**src/rtl/var_bw_add_pipe.sv**
```systemverilog
// Pipelined lane-splittable adder/subtractor: WIDTH-bit operands cut into 2**mode lanes.
// Latency: result registered STAGES-1 edges after the accepting edge.
// Backpressure: per-stage valid/ready; a stage holds while its successor is full and stalled.
module var_bw_add_pipe #(
  parameter int WIDTH    = 32,
  parameter int LANE_MIN = 8,
  parameter int STAGES   = 2,
  localparam int NL_MAX   = WIDTH / LANE_MIN,
  localparam int MAX_MODE = $clog2(NL_MAX),
  localparam int MODE_W   = (MAX_MODE == 0) ? 1 : $clog2(MAX_MODE + 1)
) (
  input  logic                     clk,
  input  logic                     rst,
  input  logic                     in_valid,
  output logic                     in_ready,
  input  logic [MODE_W-1:0]        in_mode,
  input  logic                     in_sub,
  input  logic [WIDTH-1:0]         in_a,
  input  logic [WIDTH-1:0]         in_b,
  output logic                     out_valid,
  input  logic                     out_ready,
  output logic [WIDTH+NL_MAX-1:0]  out_sum,
  output logic [MODE_W-1:0]        out_mode,
  output logic                     out_err
);

  localparam int SEG = WIDTH / STAGES;
  localparam int OW  = WIDTH + NL_MAX;
  localparam logic [MODE_W-1:0] MAX_MODE_V = MODE_W'(MAX_MODE);

  if (STAGES < 2) begin : g_bad_stages
    $error("var_bw_add_pipe needs STAGES >= 2");
  end

  // Partial result: sum bits computed so far, plus the carry out of every
  // LANE_MIN-aligned bit position. The carry leaving a segment is simply the
  // entry at the segment's top boundary, so no separate carry bit is kept.
  typedef struct packed {
    logic [WIDTH-1:0]  s;
    logic [NL_MAX-1:0] lc;
  } seg_t;

  typedef struct packed {
    logic [MODE_W-1:0] mode;
    logic              sub;
    logic              err;
    logic [WIDTH-1:0]  a;
    logic [WIDTH-1:0]  b;
    seg_t              r;
  } stage_t;

  // Ripple one segment. The carry into any bit sitting on a lane boundary
  // (for the current lane width) is replaced by the lane carry-in.
  function automatic seg_t add_seg(input logic [MODE_W-1:0] mode, input logic sub,
                                   input logic [WIDTH-1:0] a, input logic [WIDTH-1:0] b,
                                   input seg_t ri, input int seg);
    seg_t so;
    int   lw, bi, idx;
    logic c, bb, ci;
    so  = ri;
    lw  = WIDTH >> mode;
    idx = (seg > 0) ? (seg * SEG) / LANE_MIN - 1 : 0;
    c   = ri.lc[idx];
    for (int j = 0; j < SEG; j++) begin
      bi = seg * SEG + j;
      bb = b[bi] ^ sub;
      ci = ((bi & (lw - 1)) == 0) ? sub : c;
      so.s[bi] = a[bi] ^ bb ^ ci;
      c = (a[bi] & bb) | (a[bi] & ci) | (bb & ci);
      if (((bi + 1) % LANE_MIN) == 0) so.lc[(bi + 1) / LANE_MIN - 1] = c;
    end
    return so;
  endfunction

  // Pack each lane as {carry, sum} into Lw+1-bit slots; unused top bits stay 0.
  function automatic logic [OW-1:0] pack_lanes(input logic [MODE_W-1:0] mode, input seg_t r);
    logic [OW-1:0] o;
    o = '0;
    for (int m = 0; m <= MAX_MODE; m++) begin
      if (mode == MODE_W'(m)) begin
        for (int i = 0; i < (1 << m); i++) begin
          for (int j = 0; j < (WIDTH >> m); j++)
            o[i * ((WIDTH >> m) + 1) + j] = r.s[i * (WIDTH >> m) + j];
          o[i * ((WIDTH >> m) + 1) + (WIDTH >> m)] = r.lc[((i + 1) * (WIDTH >> m)) / LANE_MIN - 1];
        end
      end
    end
    return o;
  endfunction

  logic   [STAGES-2:0] vld_q;
  logic   [STAGES-2:0] vld_in;
  logic   [STAGES-1:0] rdy;
  stage_t              stg_q [STAGES-1];
  stage_t              stg_d [STAGES-1];
  seg_t                fin;
  logic   [OW-1:0]     sum_d;
  logic   [MODE_W-1:0] mode_eff;
  logic                mode_bad;

  // Ready chain from the output register back to the input.
  always_comb begin
    logic r;
    r = !out_valid || out_ready;
    rdy[STAGES-1] = r;
    for (int k = STAGES - 2; k >= 0; k--) begin
      r = !vld_q[k] || r;
      rdy[k] = r;
    end
  end

  assign in_ready = rdy[0];

  // Datapath: next contents of each intermediate stage and the packed result.
  always_comb begin
    mode_bad = in_mode > MAX_MODE_V;
    mode_eff = mode_bad ? MAX_MODE_V : in_mode;
    vld_in[0]     = in_valid;
    stg_d[0].mode = mode_eff;
    stg_d[0].sub  = in_sub;
    stg_d[0].err  = mode_bad;
    stg_d[0].a    = in_a;
    stg_d[0].b    = in_b;
    stg_d[0].r    = add_seg(mode_eff, in_sub, in_a, in_b, '0, 0);
    for (int k = 1; k < STAGES - 1; k++) begin
      vld_in[k]  = vld_q[k-1];
      stg_d[k]   = stg_q[k-1];
      stg_d[k].r = add_seg(stg_q[k-1].mode, stg_q[k-1].sub, stg_q[k-1].a, stg_q[k-1].b,
                           stg_q[k-1].r, k);
    end
    fin   = add_seg(stg_q[STAGES-2].mode, stg_q[STAGES-2].sub, stg_q[STAGES-2].a,
                    stg_q[STAGES-2].b, stg_q[STAGES-2].r, STAGES - 1);
    sum_d = pack_lanes(stg_q[STAGES-2].mode, fin);
  end

  // Stage and output registers; each advances only when it is ready.
  always_ff @(posedge clk or posedge rst) begin
    if (rst) begin
      vld_q     <= '0;
      for (int k = 0; k < STAGES - 1; k++) stg_q[k] <= '0;
      out_valid <= 1'b0;
      out_sum   <= '0;
      out_mode  <= '0;
      out_err   <= 1'b0;
    end else begin
      for (int k = 0; k < STAGES - 1; k++) begin
        if (rdy[k]) begin
          vld_q[k] <= vld_in[k];
          if (vld_in[k]) stg_q[k] <= stg_d[k];
        end
      end
      if (rdy[STAGES-1]) begin
        out_valid <= vld_q[STAGES-2];
        if (vld_q[STAGES-2]) begin
          out_sum  <= sum_d;
          out_mode <= stg_q[STAGES-2].mode;
          out_err  <= stg_q[STAGES-2].err;
        end
      end
    end
  end

endmodule

```
**config.mk**
```make
export PLATFORM = sky130hd
export DESIGN_NAME = var_bw_add_pipe
export DESIGN_NICKNAME = d
export VERILOG_FILES = /design/src/rtl/var_bw_add_pipe.sv
export SDC_FILE = /design/constraint.sdc
export NUM_CORES = 1
export LEC_CHECK = 0
export CORE_ASPECT_RATIO = 1.75
export CORE_MARGIN = 3
export CORE_UTILIZATION = 52
export CTS_CLUSTER_DIAMETER = 80
export DETAILED_ROUTE_END_ITERATION = 10
export PLACE_DENSITY = 0.88
export SYNTH_ARGS = -nofsm -noshare
export SYNTH_HDL_FRONTEND = slang
export SYNTH_SLANG_ARGS = --single-unit
```
**constraint.sdc**
```tcl
create_clock -name clk -period 9.4 [get_ports clk]
set_clock_uncertainty 0.15 [all_clocks]
set_input_delay 1.41 -clock clk [delete_from_list [all_inputs] [get_ports clk]]
set_output_delay 1.41 -clock clk [all_outputs]
set_load 0.05 [all_outputs]
```
### Word level (Yosys, flattened, before mapping)

Index checks and enable logic that the tools add are counted.

| storage, ports and cells | value |
|---|---|
| bits in registers | 127 |
| input bits | 71 |
| output and inout port bits | 41 |
| word-level logic and storage cells | 348 |

| cells by class | value |
|---|---|
| $add $sub $neg | 2 |
| order comparisons | 1 |
| equal/unequal tests | 2 |
| shift-type cells | 2 |
| muxes and demuxes | 35 |
| bitwise gates (word level) | 256 |
| reduce and logical (&&, ||, !) cells | 38 |

Operators by type and width:

| kind | number |
|---|---|
| logical NOT 32 bit | 31 |
| bitwise AND 1 bit | 96 |
| XOR 1 bit | 96 |
| OR 1 bit | 64 |
| 2-to-1 mux 36 bit | 1 |
| 2-to-1 mux 34 bit | 1 |
| 2-to-1 mux 33 bit | 1 |
| 2-to-1 mux 1 bit | 31 |
| right shift 6 x 2 -> 4 bit, first input constant | 1 |
| right shift 6 x 2 -> 5 bit, first input constant | 1 |
| subtractor 5 x 2 -> 5 bit, second input constant | 1 |
| AND reduction 2 bit | 2 |
| subtractor 4 x 2 -> 4 bit, second input constant | 1 |
| == test 2 x 1 -> 1 bit, second input constant | 1 |
| == test 2 bit, second input constant | 1 |
| greater-than comparator 2 bit, second input constant | 1 |
| logical NOT 1 bit | 2 |
| logical NOT 2 bit | 1 |
| logical OR 1 bit | 2 |
| 2-to-1 mux 2 bit | 1 |

### Depth between registers and ports, before layout

| depth | value |
|---|---|
| word-level depth | 70 |
| mapped depth | 27 |
| gate-level depth less buffers | 25 |

### Worst setup path before layout

No wires, ideal clock.

| timing | value |
|---|---|
| kind | flip-flop to flip-flop |
| start point | reg stg_q[102] (netlist name) |
| end point | reg out_sum[31] |
| library setup time | 0.125 ns |
| arrival | 8.004 ns |
| required time | 9.125 ns |
| path slack | 1.121 ns |
| stages on the path, launching flop included | 28 |
| path buffers | 2 |
| clock period less this slack | 8.279 ns |
| cells stage by stage | dfrtp_1 buf_2 clkbuf_1 nor2_1 mux2i_1 fa_1 inv_1 fa_1 fa_1 fa_1 a21o_1 fa_1 fa_1 fa_1 fa_1 mux2_2 fa_1 fa_1 fa_1 fa_1 a21o_1 fa_1 fa_1 fa_1 fa_1 mux2i_1 mux2i_1 mux2_2 |

| between the ends | value |
|---|---|
| longest elaborated chain between the ends | 68 |
| elaborated cells between the ends (all ways) | 103 |
| those cells by class | add/sub: 1; eq/ne: 2; shift: 1; mux: 19; bitwise: 63; reduce/logical: 17 |

RTL lines:

| what | RTL line | RTL |
|---|---|---|
| from (decl) | 94 | `stage_t stg_q [STAGES-1];` |
| from (signal, indexed assignment) | 149 | `if (vld_in[k]) stg_q[k] <= stg_d[k];` |
| right shift 6 x 2 -> 5 bit | 61 | `lw = WIDTH >> mode;` |
| subtractor 5 x 2 -> 5 bit | 67 | `ci = ((bi & (lw - 1)) == 0) ? sub : c;` |
| logical NOT 32 bit | 67 |  |
| 2-to-1 mux 1 bit | 67 |  |
| bitwise AND 1 bit | 69 | `c = (a[bi] & bb) \| (a[bi] & ci) \| (bb & ci);` |
| OR 1 bit (2 in series) | 69 |  |
| 2-to-1 mux 1 bit | 67 |  |
| bitwise AND 1 bit | 69 |  |
| (+50 left out) | - |  |
| 2-to-1 mux 1 bit | 67 |  |
| bitwise AND 1 bit | 69 |  |
| OR 1 bit (2 in series) | 69 |  |
| 2-to-1 mux 1 bit | 67 |  |
| XOR 1 bit | 68 | `so.s[bi] = a[bi] ^ bb ^ ci;` |
| 2-to-1 mux 33 bit | 80 | `if (mode == MODE_W'(m)) begin` |
| 2-to-1 mux 34 bit | 80 |  |
| 2-to-1 mux 36 bit (*) | 80 |  |
| to (signal assigned) | 155 | `out_sum <= sum_d;` |
| to (decl) | 22 | `output logic [WIDTH+NL_MAX-1:0] out_sum,` |

Mark *: on every way between the ends. The rest lies on a longest branch, timed or not.
A chain may end at the register's enable or synchronous reset.

==> flow_summary.toml <==
[setup_path]
cp.arrival_ns = 8.70
cp_slowest_stage_delay_ns = 0.69
required_ns = 9.48
worstSetupPathType = "in -> reg"
crit_slowest_cell = "clkdlybuf4s50_1"
endpoint_kind = "register"
crit_family = "adder cells"
path_buf_inv = 4
cp_max_fo = 7
path_common_cell = "fa_1"
crit_path_start_kind = "input port"
crit_chain = "clkdlybuf4s50_1 > xor2_1 > fa_1 > inv_1 > fa_1 > fa_1 > fa_1 > fa_1 > fa_1 > fa_1 > inv_1 > mux2i_1 > fa_1 > fa_1 > fa_1 > fa_1 > fa_1 > fa_1 > fa_1 > inv_1 > fa_1 > mux2_2"

[logic_synthesis]
syn_area_um2 = 5246
async_reset_ff_frac = 1.000
synth_seq_area_share = 0.4531
dominantRegCellSynth = "dfrtp_1"
synth_top_family_by_area = "multiplexers"
syn-num-nets = 548
synth_simple_gate_area_frac = 0.07179
ys_types = 33
synthAdderAreaFrac = 0.1183
syn_avg_cell_area_um2 = 11.76
yosys-top-cells-area = "dfrtp_1 45%, fa_1 12%, mux2_2 9.2%"
synth_edf_count = 0
yosys_warnings = 0
synth_mux_area_frac = 0.1514
yosysTopAreaCell = "dfrtp_1"
synth-compound-area-share = 0.09540
synth_top_area_frac = 0.4531
ys_ff_latch = 95
synthXorXnorAreaFrac = 0.05342
synthCells = 446

[final_layout]
final_util = 0.6925
final_cells = 668
final_common_cell = "clkdlybuf4s50_1"
diodes = 0
drive_above_1_share = 0.1374
layout_common_cells = "111 x clkdlybuf4s50_1, 95 x dfrtp_1, 49 x a21oi_1"
fin_area_um2 = 6679
final_net_count = 644
syn2layout_area_growth_pct = 27.31

[cts]
numCtsBuffers = 9
cts_setup_buffers = 0
cts_tree = "built"
root_buffer = "clkbuf_16"
htreeDepth = 3
clock_sinks = 95
cts_buffer_depth = 2
cts_resized = 0
clk_pin_slew_ns = 0.06
hold_buffers = 0
clk_latency_ns = 0.34

[detailed_routing]
dr.pass1.iters = 4
wl_per_cell_um = 18.39
via_per_inst = 5.561
drt_wl_total_mm = 12.28
drtIter0Drc = 204
antenna_left = 0
dr_total_vias = 3715
drc = 0

[floorplan]
die-width_um = 81.93
die_h_um = 138.9
initial_core_util = 0.5440
core_area_um2 = 9644
dieArea_um2 = 11380
rows = 47
ios = 112

[timing]
post-route-worst-setup-slack_ns = 0.7763
period_needed_ns = 8.624
slew_violations = 0
tightest_slew_ns = 0.9044
report.final.setup_viol = 0
hold_viol = 0
period_share = 0.9174
whs_ns = 0.3567
rsz0062_at_grt = "false"
max_freq_ghz = 0.1160
slew_headroom = 0.3971
fin_tns_setup_ns = 0

[pwr]
power_mw = 1.838
power_density_nw_per_um2 = 275.2
vdd_drop_max_mv = 0.1750
power.leakage_nw = 2.846

[global_routing]
grt_overflow = 0
grt_max_degree = 73
antenna_found_initial = 0
grt_pass1_vias = 4066
grt_pass1_wl_mm = 20.03
grt_usage = 0.2333

[placed_design]
placed_area_um2 = 6400
post-place-cells = 653
place.gp.congestion = 0.8084
io_buffer_count = 111
preCtsSetupSlack_ns = 0.4025
dpl.hpwl_mm = 9.223

[run_status]
outcome = "finished clean"

[hold_path]
hold_path.class = "reg -> reg"

[run]
cap_violations = 0
[state kept, by name (all words and copies together) (netlist names)]
name,flops
out_sum,36
stg_q,36
fin,18
out_mode,2
out_err,1
out_valid,1
vld_q,1
[Yosys cell counts, types with 3 or more instances]
| library cell | instances |
|---|---|
| fa_1 | 31 |
| clkbuf_1 | 14 |
| a31oi_1 | 13 |
| mux2i_1 | 22 |
| a21oi_1 | 49 |
| xor2_1 | 17 |
| mux2_4 | 6 |
| nand2b_1 | 18 |
| nand3b_1 | 9 |
| nand4_1 | 10 |
| nand2_1 | 14 |
| xnor2_1 | 15 |
| inv_1 | 33 |
| a2bb2oi_1 | 5 |
| o21ai_0 | 11 |
| dfrtp_1 | 95 |
| mux2_2 | 43 |
| buf_2 | 15 |
| nor2b_1 | 4 |
| buf_6 | 3 |
| a21o_1 | 7 |
[layer usage]
layer	GRT usage	wire length [µm]	vias up
li1	-	-	1694
met1	0.2614	4229	1869
met2	0.4085	7035	116
met3	0.03641	465	36
met4	0.1252	554	0
met5	0	0	-
[worst reg2reg max path: stages (launching register included)]
cell	delay [ns]
dfrtp_1	0.38
nor2_1	0.13
mux2i_1	0.23
fa_1	0.19
inv_1	0.05
fa_1	0.40
fa_1	0.40
fa_1	0.37
a21o_1	0.19
fa_1	0.38
fa_1	0.39
fa_1	0.39
fa_1	0.40
mux2_2	0.29
fa_1	0.38
fa_1	0.38
fa_1	0.39
fa_1	0.37
a21o_1	0.17
fa_1	0.38
fa_1	0.40
fa_1	0.40
fa_1	0.50
mux2i_1	0.15
mux2i_1	0.08
mux2_2	0.28
[power breakdown]
group	leakage, nW	switching, mW	internal [mW]
sequential	1.11	0.0768	0.521
clock	0.142	0.147	0.203
combinational	1.60	0.526	0.365
[path summary, 6_finish.rpt]
kind,from,end,slack (ns),cells past startpoint
max,in_sub,fin[19],0.78,22
min,out_sum[22],out_sum[22],0.36,1
max reg2reg,stg_q[102],out_sum[31],1.06,25
min reg2reg,out_sum[22],out_sum[22],0.36,1
max in group asynchronous,rst,out_err,6.67,3
min in group asynchronous,rst,stg_q[96],1.23,2
[area by class of cell]
class                      count  area (µm²)
fill                         713        2965
multi-input combinational    284        2572
sequential                    95        2377
timing repair buffer         119        1171
clock buffer                  10       229.0
tap                          122       152.6
inverter                      33       126.4
clock inverter                 5       50.05
[kinds of logic after synthesis]
kind of cell	after synthesis
DFF	95
muxes	71
adders and majority gates	31
xor gates and xnor gates	32
and+or+nand+nor	62
buffers and inverters	67
AOI/OAI and AO/OA	88
(Power assumes the default switching activity.)
